<file path="config.mk">
export PLATFORM = sky130hd
export DESIGN_NAME = reg_scoreboard
export DESIGN_NICKNAME = d
export VERILOG_FILES = /design/src/rtl/reg_scoreboard.sv
export SDC_FILE = /design/constraint.sdc
export NUM_CORES = 1
export LEC_CHECK = 0
export CAP_MARGIN = 5
export CORE_UTILIZATION = 40
export CTS_CLUSTER_SIZE = 25
export DETAILED_ROUTE_END_ITERATION = 6
export GPL_TIMING_DRIVEN = 0
export HOLD_SLACK_MARGIN = 0.08
export SYNTH_ARGS = -nofsm -noshare
export SYNTH_HDL_FRONTEND = slang
export SYNTH_SLANG_ARGS = --single-unit
</file>
<file path="constraint.sdc">
create_clock -name clk -period 6.95 [get_ports clk]
set_input_delay 2.085 -clock clk [delete_from_list [all_inputs] [get_ports clk]]
set_output_delay 2.085 -clock clk [all_outputs]
set_load 0.1 [all_outputs]
</file>
<file path="src/rtl/reg_scoreboard.sv">
// Register-file write scoreboard: counts outstanding writes per architectural
// register and stalls decode when a source is pending or a destination counter is full.
module reg_scoreboard #(
    parameter int NUM_REGS  = 32,
    parameter int ADDR_W    = 5,
    parameter int CNT_W     = 2,
    parameter int WB_BYPASS = 1
) (
    input  logic                clk,
    input  logic                reset,
    input  logic [ADDR_W-1:0]   A1,
    input  logic [ADDR_W-1:0]   A2,
    input  logic                use1,
    input  logic                use2,
    input  logic                issue_valid,
    input  logic [ADDR_W-1:0]   issue_rd,
    input  logic                issue_wr,
    input  logic                WE3,
    input  logic [ADDR_W-1:0]   A3,
    input  logic                flush,
    output logic                stall,
    output logic                issue_ack,
    output logic [NUM_REGS-1:0] busy_mask,
    output logic                underflow_err
);

    localparam logic [CNT_W-1:0] CNT_MAX = '1;
    localparam logic [CNT_W-1:0] CNT_ONE = CNT_W'(1);

    logic [NUM_REGS-1:0][CNT_W-1:0] cnt;
    logic                           src1_blk;
    logic                           src2_blk;
    logic                           dst_full;
    logic                           inc_any;
    logic                           underflow_hit;
    logic                           underflow_reg;

    // A reader is released early only when this cycle's retirement drains the last write.
    function automatic logic blocked(input logic [CNT_W-1:0] c, input logic retire);
        logic b;
        b = (c != '0);
        if (WB_BYPASS != 0)
            b = b & ~(retire & (c == CNT_ONE));
        return b;
    endfunction

    assign cnt[0]       = '0;
    assign busy_mask[0] = 1'b0;

    always_comb begin
        src1_blk  = use1 && (A1 != '0) && blocked(cnt[A1], WE3 && (A3 == A1));
        src2_blk  = use2 && (A2 != '0) && blocked(cnt[A2], WE3 && (A3 == A2));
        dst_full  = issue_wr && (issue_rd != '0) && (cnt[issue_rd] == CNT_MAX);
        stall     = issue_valid && (src1_blk || src2_blk || dst_full);
        issue_ack = issue_valid && !stall;
        inc_any   = issue_ack && issue_wr && (issue_rd != '0);
        underflow_hit = WE3 && (A3 != '0) && (cnt[A3] == '0)
                        && !(inc_any && (issue_rd == A3));
    end

    always_ff @(posedge clk) begin
        if (reset)
            underflow_reg <= 1'b0;
        else if (!flush && underflow_hit)
            underflow_reg <= 1'b1;
    end

    assign underflow_err = underflow_reg;

    generate
        for (genvar gi = 1; gi < NUM_REGS; gi++) begin : g_cnt
            logic [CNT_W-1:0] cnt_reg;
            logic             inc;
            logic             dec;

            assign inc = inc_any && (issue_rd == ADDR_W'(gi));
            assign dec = WE3 && (A3 == ADDR_W'(gi)) && (cnt_reg != '0);

            // Stall prevents inc at CNT_MAX, and dec requires a nonzero count, so no wrap.
            always_ff @(posedge clk) begin
                if (reset || flush)
                    cnt_reg <= '0;
                else if (inc && !dec)
                    cnt_reg <= cnt_reg + CNT_ONE;
                else if (dec && !inc)
                    cnt_reg <= cnt_reg - CNT_ONE;
            end

            assign cnt[gi]       = cnt_reg;
            assign busy_mask[gi] = (cnt_reg != '0);
        end
    endgenerate

endmodule

</file>
---- Word level (Yosys, flattened, before mapping) ----
Cells that the tools add are included.
word-level totals
  register bits ........................... 63
  bits in latches ......................... 0
  bits in writable memories ............... 0
  memory bits (read-only) ................. 0
  bits of input ports ..................... 28
  output and inout port bits .............. 35
  memories ................................ 0
operators by class
  add/subtract/negate cells ............... 62
  multipliers ............................. 0
  div/mod/pow operators ................... 0
  $lt $le $gt $ge ......................... 4
  equality and inequality tests ........... 68
  shift-type cells ........................ 0
  muxes and demuxes ....................... 70
  bitwise operators ....................... 6
  reduce and logical (&&, ||, !) cells .... 309
operator list
  kind                   count
  $logic_and A1 B1 Y1    172
  $eq A5 B5 Y1 const B   32
  $mux W2                66
  $reduce_bool A2 Y1     64
  $eq A5 B4 Y1 const B   16
  $logic_not A1 Y1       65
  $add A2 B1 Y2 const B  31
  $sub A2 B1 Y2 const B  31
  $bmux W2 S5            4
  $eq A5 B3 Y1 const B   8
  $lt A5 B6 Y1 const B   4
  $eq A5 B2 Y1 const B   4
  $reduce_bool A5 Y1     4
  $eq A5 B5 Y1           3
  $eq A5 B1 Y1 const B   2
  $and A1 B1 Y1          4
  $eq A2 B1 Y1 const B   2
  $logic_or A1 B1 Y1     3
  $eq A2 B2 Y1 const B   1
  $logic_not A2 Y1       1
  $not A1 Y1             2

---- Logic depth before layout (Yosys ltp) ----
  word-level depth ........................ 19
  depth in mapped cells ................... 14

---- Least setup slack after synthesis ----
OpenSTA, ideal clock, no wires.
  kind .................................... input-to-output
  start point ............................. in A2[1]
  end point ............................... out stall
  data arrival time ....................... 4.757 ns
  setup slack ............................. 0.108 ns
  stages on the path ...................... 7
  path buffers ............................ 1
  cells stage by stage .................... buf_2 nor2b_1 a22oi_1 o211ai_1 a21boi_0 nand4b_2 a31oi_1
between the ends
  longest elaborated chain between the ends .. 10
  elaborated cells on any way between the ends .. 15
  those cells by class .................... eq/ne (2); mux (2); bitwise (3); reduce/logical (8)
RTL lines
  element                             line  RTL
  from (decl)                         12    input logic [ADDR_W-1:0] A2,
  $bmux W2 S5                         52    src2_blk = use2 && (A2 != '0) && blocked(cnt[A2], WE3 && (A3 == A2));
  $mux W2 (implied by the code)       52
  $eq A2 B1 Y1                        43    b = b & ~(retire & (c == CNT_ONE));
  $and A1 B1 Y1                       43
  $not A1 Y1                          43
  $and A1 B1 Y1                       43
  $logic_and A1 B1 Y1 *               52
  $logic_or A1 B1 Y1 * (2 in series)  54    stall = issue_valid && (src1_blk || src2_blk || dst_full);
  $logic_and A1 B1 Y1 *               54
  to (decl)                           21    output logic stall,
Every way passes the cells marked *; elsewhere a longest branch is shown, timed or not. The select of a mux whose other input is x is not followed.

---- Final worst setup path ----
  start point ............................. in A2[2]
  end point ............................... out stall
Same word-level chain as after synthesis.

==> impl_metrics.toml <==
[run_status]
outcome = "complete, no violations"

[floorplan]
dieArea_um2 = 15100
std_cell_rows = 43
die_w_um = 123
start_util_pct = 41.5
die_h_um = 123
pin_count = 63
core_area_um2 = 14000

[pwr]
clkPwrFrac_pct = 43.1
p_seq_share_pct = 38.4
p_int_mw = 0.668
p_leak_nw = 2.59
p_comb_share_pct = 18.5
ir_drop_mv = 0.102
p_per_area_nw_per_um2 = 138
p_sw_mw = 0.281
power_mw = 0.949
p_sw_share_pct = 29.6

[drt]
drtIter0Drc = 576
routedWlPerCell_um = 22.4
routed_via_density = 6.14
drt-pass1-iter-count = 4
drc = 0
num_vias = 5605
antenna_left = 0
wirelength_um = 20400

[layout]
largest_reg_flops = 62
antennaDiodeCount = 0
areaGrowthSynthToFinish_pct = 17.9
fin_area_um2 = 6880
num-nets-final = 788
layout-drive-gt1-share_pct = 19.8
final_util_pct = 49.0

[global_routing]
grt_pass1_vias = 5406
antenna_found_initial = 0
grt-ovfl-total = 0
grt_pass1_wl_um = 31200
track_usage_pct = 28.5
grt_max_degree = 11

[clocking]
htree_levels = 3
cts.sinks = 63
root_buffer = "clkbuf_16"
post_cts_buffers = 0
clock_path_buffers = 2
cts_tree = "yes"
clock_latency_ns = 0.35
cts.clk_slew.worst_paths_ns = 0.05
cts_made_buffers = 9

[placement]
place_area_um2 = 6590
dpl.hpwl_um = 15700
portBuffers = 53
gp_congestion = 0.978

[setup_path]
arrival_ns = 4.71
cp-start-kind = "primary input"
reg2reg_setup_slack_ns = 3.60
path_max_fanout = 10
worst-endpoint-required_ns = 4.87
crit_path_end_kind = "output port"
reg2reg_depth = 11
critical_path_class = "primary input to output port"

[synthesis]
synth_warnings = 0
synth_edf_count = 0
synthTopCellsByArea = "dfxtp_1 22%, mux4_2 12%, xor2_1 11%, ha_1 6.7%, nor3_2 4.8%"
ys_seq_area_share_pct = 21.6
synth_area_per_cell_um2 = 8.77
netlist.area_leader.share_pct = 21.6
syn-cell-area_um2 = 5830
synth_cells = 665
ys.flop_type = "dfxtp_1"
synth_seq_cells = 63
yosysTopAreaCell = "dfxtp_1"
syn-num-nets = 724
ys_types = 66
async_flop_share_pct = 0

[timing]
period_needed_ns = 6.80
hold_viol = 0
slew_headroom_pct = 28.8
slew_viol_final = 0
fmax_mhz = 147
setup_violations = 0
fin_crit_sh_pct = 97.8
fin_setup_tns_ns = 0
rsz0062_at_grt = "false"
tightest_slew_ns = 1.06
worst_clock_skew_ns = 0.0102

[min_path]
min_path_type = "register to register"
hold_depth = 2

[run]
maxCapViolations = 0
==> critical path, cell delays in order <==
cell	delay [ns]
clkdlybuf4s50_1	0.49
buf_2	0.27
clkbuf_4	0.31
mux4_2	0.26
nor4_1	0.06
nor4_1	0.50
a211oi_1	0.17
a31oi_1	0.21
clkbuf_4	0.36
==> metrics by stage <==
stage,cells,worst slack [ns],hold slack (ns)
after floorplan,665,0.108,0.481
after global placement,898,-0.777,0.509
after detailed placement,898,-0.764,0.526
after CTS,913,0.0108,0.535
after global routing,913,0.0124,0.577
final,913,0.154,0.547
==> kinds of logic (layout without fill, tap and decap cells) <==
logic type	Yosys count	after routing	synth area share (%)
fa+ha+maj	31	31	6.65
compound gates	123	123	13.1
simple gates	272	272	27.3
other cells	1	1	0.0643
buf+inv	50	118	4.66
flops	63	63	21.6
mux	49	49	15.3
xor+xnor	76	76	11.4
==> cell usage after synthesis, types with 3 or more instances <==
cell,count
inv_1,7
dfxtp_1,63
and3_1,3
nor3_1,11
a22oi_1,3
buf_6,6
and2_1,3
nand2b_1,6
a21oi_1,42
clkbuf_1,16
or2_2,31
buf_4,6
nor2_1,45
buf_2,13
nand3_1,47
or3_1,32
nand2_1,31
nor3_2,28
o21ai_0,35
a31oi_1,5
nand3b_1,6
mux2i_1,12
xor2_1,71
o211ai_1,6
nor4_1,6
ha_1,31
xnor2_1,5
nor2b_1,10
a21o_1,4
mux2_2,6
mux4_2,30
==> metal layers <==
metal  GRT usage (%)  wire length [um]  up-vias
li1                -                 -     2572
met1            38.9              8950     2688
met2            41.7              8760      303
met3            7.43              2100       42
met4            13.3               633        0
met5               0                 0        -
==> area by class of cell <==
cell class	instances	area [um^2]
Buffer	42	244
Fill cell	1363	7170
Clock buffer	14	254
Timing Repair Buffer	53	529
Tap cell	180	225
Sequential cell	63	1260
Multi-Input combinational cell	552	4330
Clock inverter	1	5.00
Inverter	8	30.0
==> placed cells by master, fill, tap and decap left out, types with 8 or more instances in the layout <==
master,n
ha_1,31
nand2_1,31
nand3_1,47
nor3_2,28
or3_1,32
clkbuf_16,9
or2_2,31
a21oi_1,42
nor2b_1,8
mux4_2,30
o21ai_0,35
buf_2,12
xor2_1,71
clkdlybuf4s50_1,51
clkbuf_1,20
dfxtp_1,63
nor2_1,44
mux2i_1,12
nor3_1,11
==> repair_timing <==
action	4_1_cts	5_1_grt
pin swaps	0	1
setup endpoints to repair	2	2
hold buffers	0	0
resized for setup	13	7
==> power by group through the flow <==
stage | sequential [mW] | combinational (mW) | clock (mW)
global placement | 0.372 | 0.169 | 0
floorplan | 0.374 | 0.111 | 0
detailed placement | 0.372 | 0.170 | 0
CTS | 0.364 | 0.170 | 0.417
global route | 0.364 | 0.184 | 0.432
finish | 0.364 | 0.175 | 0.409
==> path summary, 6_finish.rpt <==
check | to | start
worst min-delay path | g_cnt[16].cnt_reg[1] | g_cnt[16].cnt_reg[1]
worst max register to register | g_cnt[19].cnt_reg[1] | g_cnt[3].cnt_reg[0]
worst max-delay path | stall | A2[2]
worst min register to register | g_cnt[16].cnt_reg[1] | g_cnt[16].cnt_reg[1]
No activity file was read; power rests on OpenSTA's default activity.
